[src/rtl/ntt_mem_sched_pkg.sv]
// Shared types and helpers for the NTT memory scheduler: FSM states,
// pipeline-latency derivation and a width-generic rotate-left.
package ntt_mem_sched_pkg;

  typedef enum logic [1:0] {
    ST_IDLE  = 2'd0,
    ST_RUN   = 2'd1,
    ST_DRAIN = 2'd2,
    ST_DONE  = 2'd3
  } state_t;

  // Butterfly latency plus one cycle for the BRAM registered read.
  function automatic int pipe_lat(input int bfly_lat);
    return bfly_lat + 1;
  endfunction

  // Rotate the low w bits of v left by n; bits at or above w come back as zero.
  function automatic logic [31:0] rotl(input logic [31:0] v, input int n, input int w);
    logic [31:0] r;
    r = '0;
    for (int i = 0; i < 32; i++) begin
      if (i < w) r[(i + n) % w] = v[i];
    end
    return r;
  endfunction

endpackage

[src/rtl/ntt_delay_line.sv]
// Parameterised WIDTH x DEPTH shift register with asynchronous clear, used to
// align write-back addresses with the butterfly pipeline.
module ntt_delay_line #(
  parameter int WIDTH = 8,
  parameter int DEPTH = 4
) (
  input  logic             clk,
  input  logic             rst,
  input  logic [WIDTH-1:0] din,
  output logic [WIDTH-1:0] dout
);

  genvar gi;
  generate
    for (gi = 0; gi < DEPTH; gi++) begin : g_tap
      logic [WIDTH-1:0] d;
      logic [WIDTH-1:0] q;
      if (gi == 0) begin : g_in
        assign d = din;
      end else begin : g_chain
        assign d = g_tap[gi-1].q;
      end
      always_ff @(posedge clk or posedge rst) begin
        if (rst) q <= '0;
        else     q <= d;
      end
    end
  endgenerate

  assign dout = g_tap[DEPTH-1].q;

endmodule

[src/rtl/ntt_mem_sched.sv]
// In-place radix-2 NTT address scheduler: one read per cycle per stage, with
// a drain gap between stages so write-back never races the next stage's reads.
module ntt_mem_sched
  import ntt_mem_sched_pkg::*;
#(
  parameter int Q_DEPTH    = 8,
  parameter int NUM_STAGES = 8,
  parameter int BFLY_LAT   = 4
) (
  input  logic                            clk,
  input  logic                            rst,
  input  logic                            start,
  output logic                            busy,
  output logic                            done,
  output logic                            rd_en,
  output logic [Q_DEPTH-1:0]              rd_addr,
  output logic [$clog2(NUM_STAGES+1)-1:0] stage,
  output logic [Q_DEPTH-1:0]              tw_idx,
  output logic                            wr_en,
  output logic [Q_DEPTH-1:0]              wr_addr
);

  localparam int PIPE_LAT = pipe_lat(BFLY_LAT);
  localparam int SW       = $clog2(NUM_STAGES + 1);
  localparam int DW       = $clog2(PIPE_LAT + 1);

  localparam logic [Q_DEPTH-1:0] C_LAST     = '1;
  localparam logic [SW-1:0]      STAGE_LAST = SW'(NUM_STAGES - 1);
  localparam logic [DW-1:0]      DRAIN_LAST = DW'(PIPE_LAT - 1);

  state_t             state_reg, state_next;
  logic [Q_DEPTH-1:0] c_reg, c_next;
  logic [SW-1:0]      stage_reg, stage_next;
  logic [DW-1:0]      drain_reg, drain_next;

  always_ff @(posedge clk or posedge rst) begin
    if (rst) begin
      state_reg <= ST_IDLE;
      c_reg     <= '0;
      stage_reg <= '0;
      drain_reg <= '0;
    end else begin
      state_reg <= state_next;
      c_reg     <= c_next;
      stage_reg <= stage_next;
      drain_reg <= drain_next;
    end
  end

  always_comb begin
    state_next = state_reg;
    c_next     = c_reg;
    stage_next = stage_reg;
    drain_next = drain_reg;
    case (state_reg)
      ST_IDLE: begin
        if (start) begin
          state_next = ST_RUN;
          c_next     = '0;
          stage_next = '0;
        end
      end
      ST_RUN: begin
        // Counter wraps naturally to zero, ready for the next stage.
        c_next = c_reg + 1'b1;
        if (c_reg == C_LAST) begin
          state_next = ST_DRAIN;
          drain_next = '0;
        end
      end
      ST_DRAIN: begin
        drain_next = drain_reg + 1'b1;
        if (drain_reg == DRAIN_LAST) begin
          drain_next = '0;
          if (stage_reg == STAGE_LAST) begin
            state_next = ST_DONE;
          end else begin
            stage_next = stage_reg + 1'b1;
            state_next = ST_RUN;
          end
        end
      end
      ST_DONE: begin
        state_next = ST_IDLE;
        stage_next = '0;
      end
      default: state_next = ST_IDLE;
    endcase
  end

  assign rd_en   = (state_reg == ST_RUN);
  assign busy    = (state_reg != ST_IDLE);
  assign done    = (state_reg == ST_DONE);
  assign stage   = stage_reg;
  assign rd_addr = Q_DEPTH'(rotl(32'(c_reg), int'(stage_reg), Q_DEPTH));
  assign tw_idx  = (stage_reg == '0) ? '0 : (c_reg >> (Q_DEPTH - int'(stage_reg)));

  logic [Q_DEPTH:0] line_out;

  ntt_delay_line #(
    .WIDTH(Q_DEPTH + 1),
    .DEPTH(PIPE_LAT)
  ) u_wr_delay (
    .clk (clk),
    .rst (rst),
    .din ({rd_en, rd_addr}),
    .dout(line_out)
  );

  assign wr_en   = line_out[Q_DEPTH];
  assign wr_addr = line_out[Q_DEPTH-1:0];

endmodule

[config.mk]
export PLATFORM = sky130hd
export DESIGN_NAME = ntt_mem_sched
export DESIGN_NICKNAME = d
export VERILOG_FILES = /design/src/rtl/ntt_mem_sched_pkg.sv /design/src/rtl/ntt_delay_line.sv /design/src/rtl/ntt_mem_sched.sv
export SDC_FILE = /design/constraint.sdc
export NUM_CORES = 1
export LEC_CHECK = 0
export CAP_MARGIN = 10
export CORE_UTILIZATION = 45
export CTS_CLUSTER_DIAMETER = 120
export DETAILED_ROUTE_END_ITERATION = 12
export GPL_TIMING_DRIVEN = 0
export PLACE_DENSITY_LB_ADDON = 0.2
export SLEW_MARGIN = 25
export SYNTH_ARGS = -nofsm -noshare
export SYNTH_HDL_FRONTEND = slang
export SYNTH_SLANG_ARGS = --single-unit
[constraint.sdc]
create_clock -name clk -period 3.27 [get_ports clk]
set_input_delay 0.654 -clock clk [delete_from_list [all_inputs] [get_ports clk]]
set_output_delay 0.654 -clock clk [all_outputs]
set_load 0.005 [all_outputs]
==> summary.md, run 1 <==
| Metric | Value |
|---|---|
| Drt first-iter violations | `296` |
| Initial Util | `47.7%` |
| Crit path DAT | `around 2500 ps` |
| Drt first pass iters | `5` |
| CTS Hold Bufs | `0` |
| Period utilization | `96.2%` |
| Vias per inst | `6.11` |
| Status | `complete, no violations` |
| Mapped Avg Cell Area | `10.5 um2` |
| EDFF count, synth | `0` |
| CTS root buffer | `clkbuf_8` |
| NumNets Final | `371` |
| Max-cap violations | `0` |
| Crit-path max FO | `10` |
| Total Routing Usage GR | `between 20% and 30%` |
| Area occupied by multi-input gates | `about 0.0015 mm2` |
| First-pass GRT wire length | `12300 um` |
| Min Tclk post-route | `3150 ps` |
| Fillers | `around 470` |
| Antenna violations before repair | `0` |
| TritonCTS Buffers | `9` |
| Net Count, Synth | `304` |
| Ys flop type | `dfrtp_1` |
| Worst-Margin Slew | `631 ps` |
| Synth Warn # | `0` |
| Register-to-Register Path Depth | `12` |
| Leading area contributor after synthesis | `dfrtp_1` |
| Reg2Reg Launch Point | `stage[0]` |
| I/O pins | `35` |
| Yosys top cell area share | `about half` |
| Level count of the clock H-tree | `3` |
| DR DRC count | `0` |
| Skew-Pair Late Insertion Delay | `about 340 ps` |
| Top cells by area, synth | `dfrtp_1 50%, o21ai_0 3.6%, nand2_1 3.4%` |
| Die Ht | `85.0 um` |
| Non-Filler Instances | `around 450` |
| PortBufs | `34` |
| Core box area | `roughly 0.0065 mm2` |
| Final total power | `about 1.4 mW` |
| Setup crit start kind | `flip-flop` |
| Worst hold path endpoint | `u_wr_delay.dout[5]` |
| Synth cell types | `59` |
| Fin. Hold Viols | `0` |
| Synthesized area | `0.00310 mm2` |
| Fraction of layout instances using a drive strength above 1 | `26.4%` |
| Reg-to-reg slack, setup | `1010 ps` |
| CP required | `2620 ps` |
| Seq. cell area | `0.00155 mm2` |
| Rel. slew slack | `57.9%` |
| Largest register FFs | `36` |
| Grt ovf | `0` |
| Final Wtd Congestion | `0.915` |
| Die X-Extent | `approximately 85 um` |
| Max Clk Rate | `about 320 MHz` |
| Setup-failing EPs final | `0` |
| Pwr/cell area | `around 330 mW/mm2` |
| Worst hold path type | `flip-flop to flip-flop` |
| FF+latch count, synth | `62` |
| CTS Buffer Depth | `2` |
| Number of diodes | `0` |
| Worst Hold Depth | `0` |
| DR WL/cell | `approximately 18 um` |
| Skew final | `7.26 ps` |
| Fin. max-slew vios | `0` |
| Seq/Total Area, Yosys | `50.0%` |
| Area delta synth->final | `33.5%` |
| DP HPWL | `roughly 5100 um` |
| Die area | `0.00723 mm2` |
| Maximum VDD drop | `0.202 mV` |
| Largest net degree at the start of global routing | `55` |
| Routed Wire Length | `7800 um` |
| CTS tree | `yes` |
| Clock slew at reported path FFs | `70 ps` |
| Worst setup EP type | `output port` |
| Post-Synthesis Cells | `296` |
| Routed Antenna Nets | `0` |
| Min-Delay Startpoint | `u_wr_delay.g_tap[3].q[5]` |
| DR vias | `approximately 2.7k` |
| Dpl cells | `a little over 400` |
| Synth async-reset ratio | `100%` |
| Setup CP Type | `flip-flop to output port` |
| Sink Count | `62` |
| Row count | `29` |
| Reg-to-Reg End | `u_wr_delay.g_tap[0].q[7]` |
| Vias in the first global route | `2501` |
| LEAKAGE | `1.78 nW` |
## cell usage in the layout (no fill, tap or decap), drive strengths merged, types with 3 or more instances in the layout
cell type,Yosys,layout
a211oi,4,4
a21oi,14,14
a221oi,3,3
a22o,3,3
a31oi,5,5
and3,3,3
buf,7,30
clkbuf,18,28
clkdlybuf4s50,0,19
clkinv,0,3
dfrtp,62,62
dlygate4sd2,0,8
dlymetal6s2s,0,5
ha,5,5
inv,12,14
mux2,3,3
mux2i,6,6
mux4,3,3
nand2,28,28
nand2b,3,3
nand3,11,11
nand4,4,4
nor2,13,13
nor2b,5,5
nor3,9,9
o211ai,4,4
o21ai,24,24
o22ai,4,4
o31ai,6,6
xnor2,3,3
## synth_stat cells, drive strengths merged, types with 3 or more instances
cell type  instances
a211oi             4
a21oi             14
a221oi             3
a22o               3
a31oi              5
and3               3
buf                7
clkbuf            18
dfrtp             62
ha                 5
inv               12
mux2               3
mux2i              6
mux4               3
nand2             28
nand2b             3
nand3             11
nand4              4
nor2              13
nor2b              5
nor3               9
o211ai             4
o21ai             24
o22ai              4
o31ai              6
xnor2              3
## per-stage QoR
step	instance area [um2]	hold WS [ps]	setup TNS, ps	setup slack (ps)	utilization (%)
after floorplan	3100	331	0	620	-
after global placement	3540	331	-1220	-316	54.5
after detailed placement	3570	335	-1260	-327	54.9
after CTS	4040	344	-30.0	-30.0	62.1
after global routing	4140	350	-26.2	-25.7	63.7
final	4140	341	0	123	63.7
## logic make-up after synthesis
logic type,synth area share [%]
XOR/XNOR,1.90
multiplexers,5.21
AO/OA/AOI/OAI,20.1
buffers and inverters,7.59
adder cells (fa/ha/maj),2.02
flip-flops,50.0
AND/OR/NAND/NOR,13.2
## area by class of cell
type	instances	area share, %
clock buffers	9	2.99
flip-flops and latches	62	37.5
inverters	12	1.15
well taps	77	2.33
clock inverters	7	1.15
plain buffers	25	5.38
multi-input cells	197	36.6
repair buffers	56	12.8
## power breakdown
group | switching [mW] | leakage, nW | internal [mW] | total [mW]
combinational | 0.0161 | 0.956 | 0.00644 | 0.0226
clock | 0.301 | 0.0858 | 0.275 | 0.576
sequential | 0 | 0.741 | 0.767 | 0.767
## worst max-delay path: stages (launching register included)
cell	delay [ps]
dfrtp_1	380
buf_6	110
inv_1	60
clkbuf_8	150
ha_4	270
clkbuf_16	160
nand2_1	60
o32a_1	230
a221oi_1	360
a211oi_2	100
dlygate4sd2_1	270
## how the worst max path moves through the flow
stage,start,endpoint,cells after the start
5_1_grt,stage[0],rd_addr[2],10
3_3_place_gp,stage[0],rd_addr[4],9
6_report,stage[0],rd_addr[3],10
4_1_cts,stage[0],rd_addr[4],10
2_1_floorplan,stage[0],rd_addr[0],9
3_5_place_dp,stage[0],rd_addr[4],9
## metal layers
metal  wire length [um]  track usage, %  share of wire, %  vias to the layer above
met2               3660            35.9                47                      146
met1               3180            28.1                41                     1289
li1                   -               -                 -                     1237
met3                635            6.23               8.1                       47
met5                  0               0                 0                        -
met4                332            9.40               4.3                        0
## what timing repair did
action | CTS | global route
endpoints found under the hold margin | 0 | 0
setup buffers | 15 | 6
gates resized for setup | 47 | 18
setup endpoints to repair | 16 | 10
pin swaps | 8 | 5
Note: power is estimated with default switching activity, not from simulation.
==> run 2: changes to the inputs <==
--- a/config.mk
+++ b/config.mk
@@ -6,7 +6,7 @@
 export NUM_CORES = 1
 export LEC_CHECK = 0
 export CAP_MARGIN = 10
-export CORE_UTILIZATION = 45
+export CORE_UTILIZATION = 56
 export CTS_CLUSTER_DIAMETER = 120
 export DETAILED_ROUTE_END_ITERATION = 12
 export GPL_TIMING_DRIVEN = 0
==> constraint.sdc (replaced) <==
create_clock -name clk -period 3.2 [get_ports clk]
set_input_delay 0.64 -clock clk [delete_from_list [all_inputs] [get_ports clk]]
set_output_delay 0.64 -clock clk [all_outputs]
set_load 0.005 [all_outputs]
==> summary.md, run 2 (synthesis results as in run 1) <==
| Metric | Value |
|---|---|
| Status | `complete, no violations` |
| DR WL/cell | `17.9 um` |
| CTS root buffer | `clkbuf_8` |
| First-pass GRT wire length | `12600 um` |
| Reg-to-Reg End | `u_wr_delay.g_tap[0].q[6]` |
| Period utilization | `a little over nine tenths` |
| Final Util | `around 78%` |
| Sink Count | `62` |
| Register-to-Register Path Depth | `10` |
| Grt ovf | `0` |
| CTS tree | `yes` |
| Largest net degree at the start of global routing | `36` |
| Reg-to-reg slack, setup | `1160 ps` |
| Die Ht | `76.4 um` |
| Fraction of layout instances using a drive strength above 1 | `25.8%` |
| Buf+Inv Stages, Crit Path | `4` |
| CTS Hold Bufs | `0` |
| Worst hold path endpoint | `u_wr_delay.g_tap[2].q[7]` |
| Die area | `0.00584 mm2` |
| Skew-Pair Late Insertion Delay | `340 ps` |
| Max Clk Rate | `around 320 MHz` |
| Highest-delay cell along the critical path | `dfrtp_1` |
| Setup crit start kind | `flip-flop` |
| Post-route setup TNS | `0 ps` |
| PortBufs | `34` |
| Fillers | `341` |
| LEAKAGE | `approximately 1.7 nW` |
| Most frequent CP cell | `buf_4` |
| Most frequent cells in the layout | `60 x dfrtp_1, 27 x nand2_1, 19 x clkdlybuf4s50_1` |
| Rel. slew slack | `60.0%` |
| Core box area | `0.00520 mm2` |
| Non-Filler Instances | `434` |
| Worst setup EP type | `output port` |
| DR DRC count | `0` |
| Routed Antenna Nets | `0` |
| Row count | `26` |
| Post-layout instance area | `a little over 0.004 mm2` |
| Setup CP Type | `flip-flop to output port` |
| Most common cell after layout, fill and taps aside | `dfrtp_1` |
| Antenna violations before repair | `0` |
| Worst hold path type | `flip-flop to flip-flop` |
| Max-cap violations | `0` |
| Crit-path max FO | `7` |
| Setup-failing EPs final | `0` |
| TritonCTS Buffers | `9` |
| Largest register FFs | `36` |
| Drt first pass iters | `5` |
| Initial Util | `59.6%` |
| DP HPWL | `5120 um` |
| Reg2Reg Launch Point | `stage[0]` |
| WHS | `around 350 ps` |
| Maximum VDD drop | `0.297 mV` |
| Level count of the clock H-tree | `3` |
| Fin. max-slew vios | `0` |
| Total Routing Usage GR | `28.1%` |
| Routed Wire Length | `7790 um` |
| Vias per inst | `6.32` |
| NumNets Final | `367` |
| I/O pins | `35` |
| Skew final | `3.72 ps` |
| Crit path DAT | `2490 ps` |
| Placed cell area | `0.00355 mm2` |
| Drt first-iter violations | `397` |
| Clock slew at reported path FFs | `70 ps` |
| CTS Buffer Depth | `2` |
| DR vias | `2741` |
| Vias in the first global route | `~2.5k` |
| Crit path max-delay family | `buffers and inverters` |
| Worst-Margin Slew | `601 ps` |
| Worst Hold Depth | `0` |
| Dpl cells | `~400` |
| Min Tclk post-route | `3130 ps` |
| Die X-Extent | `76.4 um` |
| CP required | `around 2600 ps` |
| Fin. Hold Viols | `0` |
| Number of diodes | `0` |
| Critical Path, Cell by Cell | `buf_4 > ha_1 > buf_6 > xor2_4 > buf_4 > and3_2 > a2111oi_4 > a211oi_2 > dlygate4sd2_1` |
| Min-Delay Startpoint | `u_wr_delay.g_tap[1].q[7]` |
| Crit-path max cell delay | `400 ps` |
| Area delta synth->final | `30.4%` |
| Pwr/cell area | `340 mW/mm2` |
| Final Wtd Congestion | `approximately 0.9` |
[run 2: timing repair]
action	4_1_cts	5_1_grt
gates resized for setup	40	27
buffers inserted	12	5
endpoints found under the setup margin	16	10
pin swaps	5	6
[run 2: per-layer routing]
layer | routed length, um | global-route usage (%) | part of all wire, %
met4 | 198 | 11.7 | 2.5
met5 | 0 | 0 | 0
met3 | 714 | 7.19 | 9.2
met1 | 3040 | 35.8 | 39
met2 | 3840 | 45.5 | 49
[run 2: area by class of cell]
| class | count | area (um2) | area share (%) |
|---|---|---|---|
| inverters | 12 | 47.5 | 1.18 |
| multi-input cells | 197 | 1510 | 37.2 |
| repair buffers | 52 | 479 | 11.9 |
| well taps | 70 | 87.6 | 2.17 |
| clock buffers | 10 | 128 | 3.16 |
| plain buffers | 25 | 203 | 5.01 |
| flip-flops and latches | 62 | 1550 | 38.4 |
| clock inverters | 6 | 38.8 | 0.959 |
[run 2: worst max-delay path by stage]
| stage | start | to | slack, ps | cells after the start |
|---|---|---|---|---|
| after floorplan | stage[0] | rd_addr[0] | 560 | 9 |
| after detailed placement | stage[0] | rd_addr[4] | -290 | 9 |
| after global placement | stage[0] | rd_addr[4] | -280 | 9 |
| after global routing | stage[0] | tw_idx[5] | -30 | 10 |
| final | stage[0] | rd_addr[3] | 70 | 9 |
| after CTS | stage[0] | rd_addr[1] | -40 | 10 |
[run 2: metrics by stage]
step                      power (mW)  worst slack, ps
after detailed placement       0.821             -294
final                           1.37             73.4
after global placement         0.817             -279
after floorplan                0.811              564
after CTS                       1.39            -36.9
after global routing            1.43            -29.5
[run 2: power breakdown]
group	switching, mW	total (mW)	internal (mW)
combinational	0.0161	0.0217	0.00554
clock	0.291	0.568	0.277
sequential	0	0.784	0.784
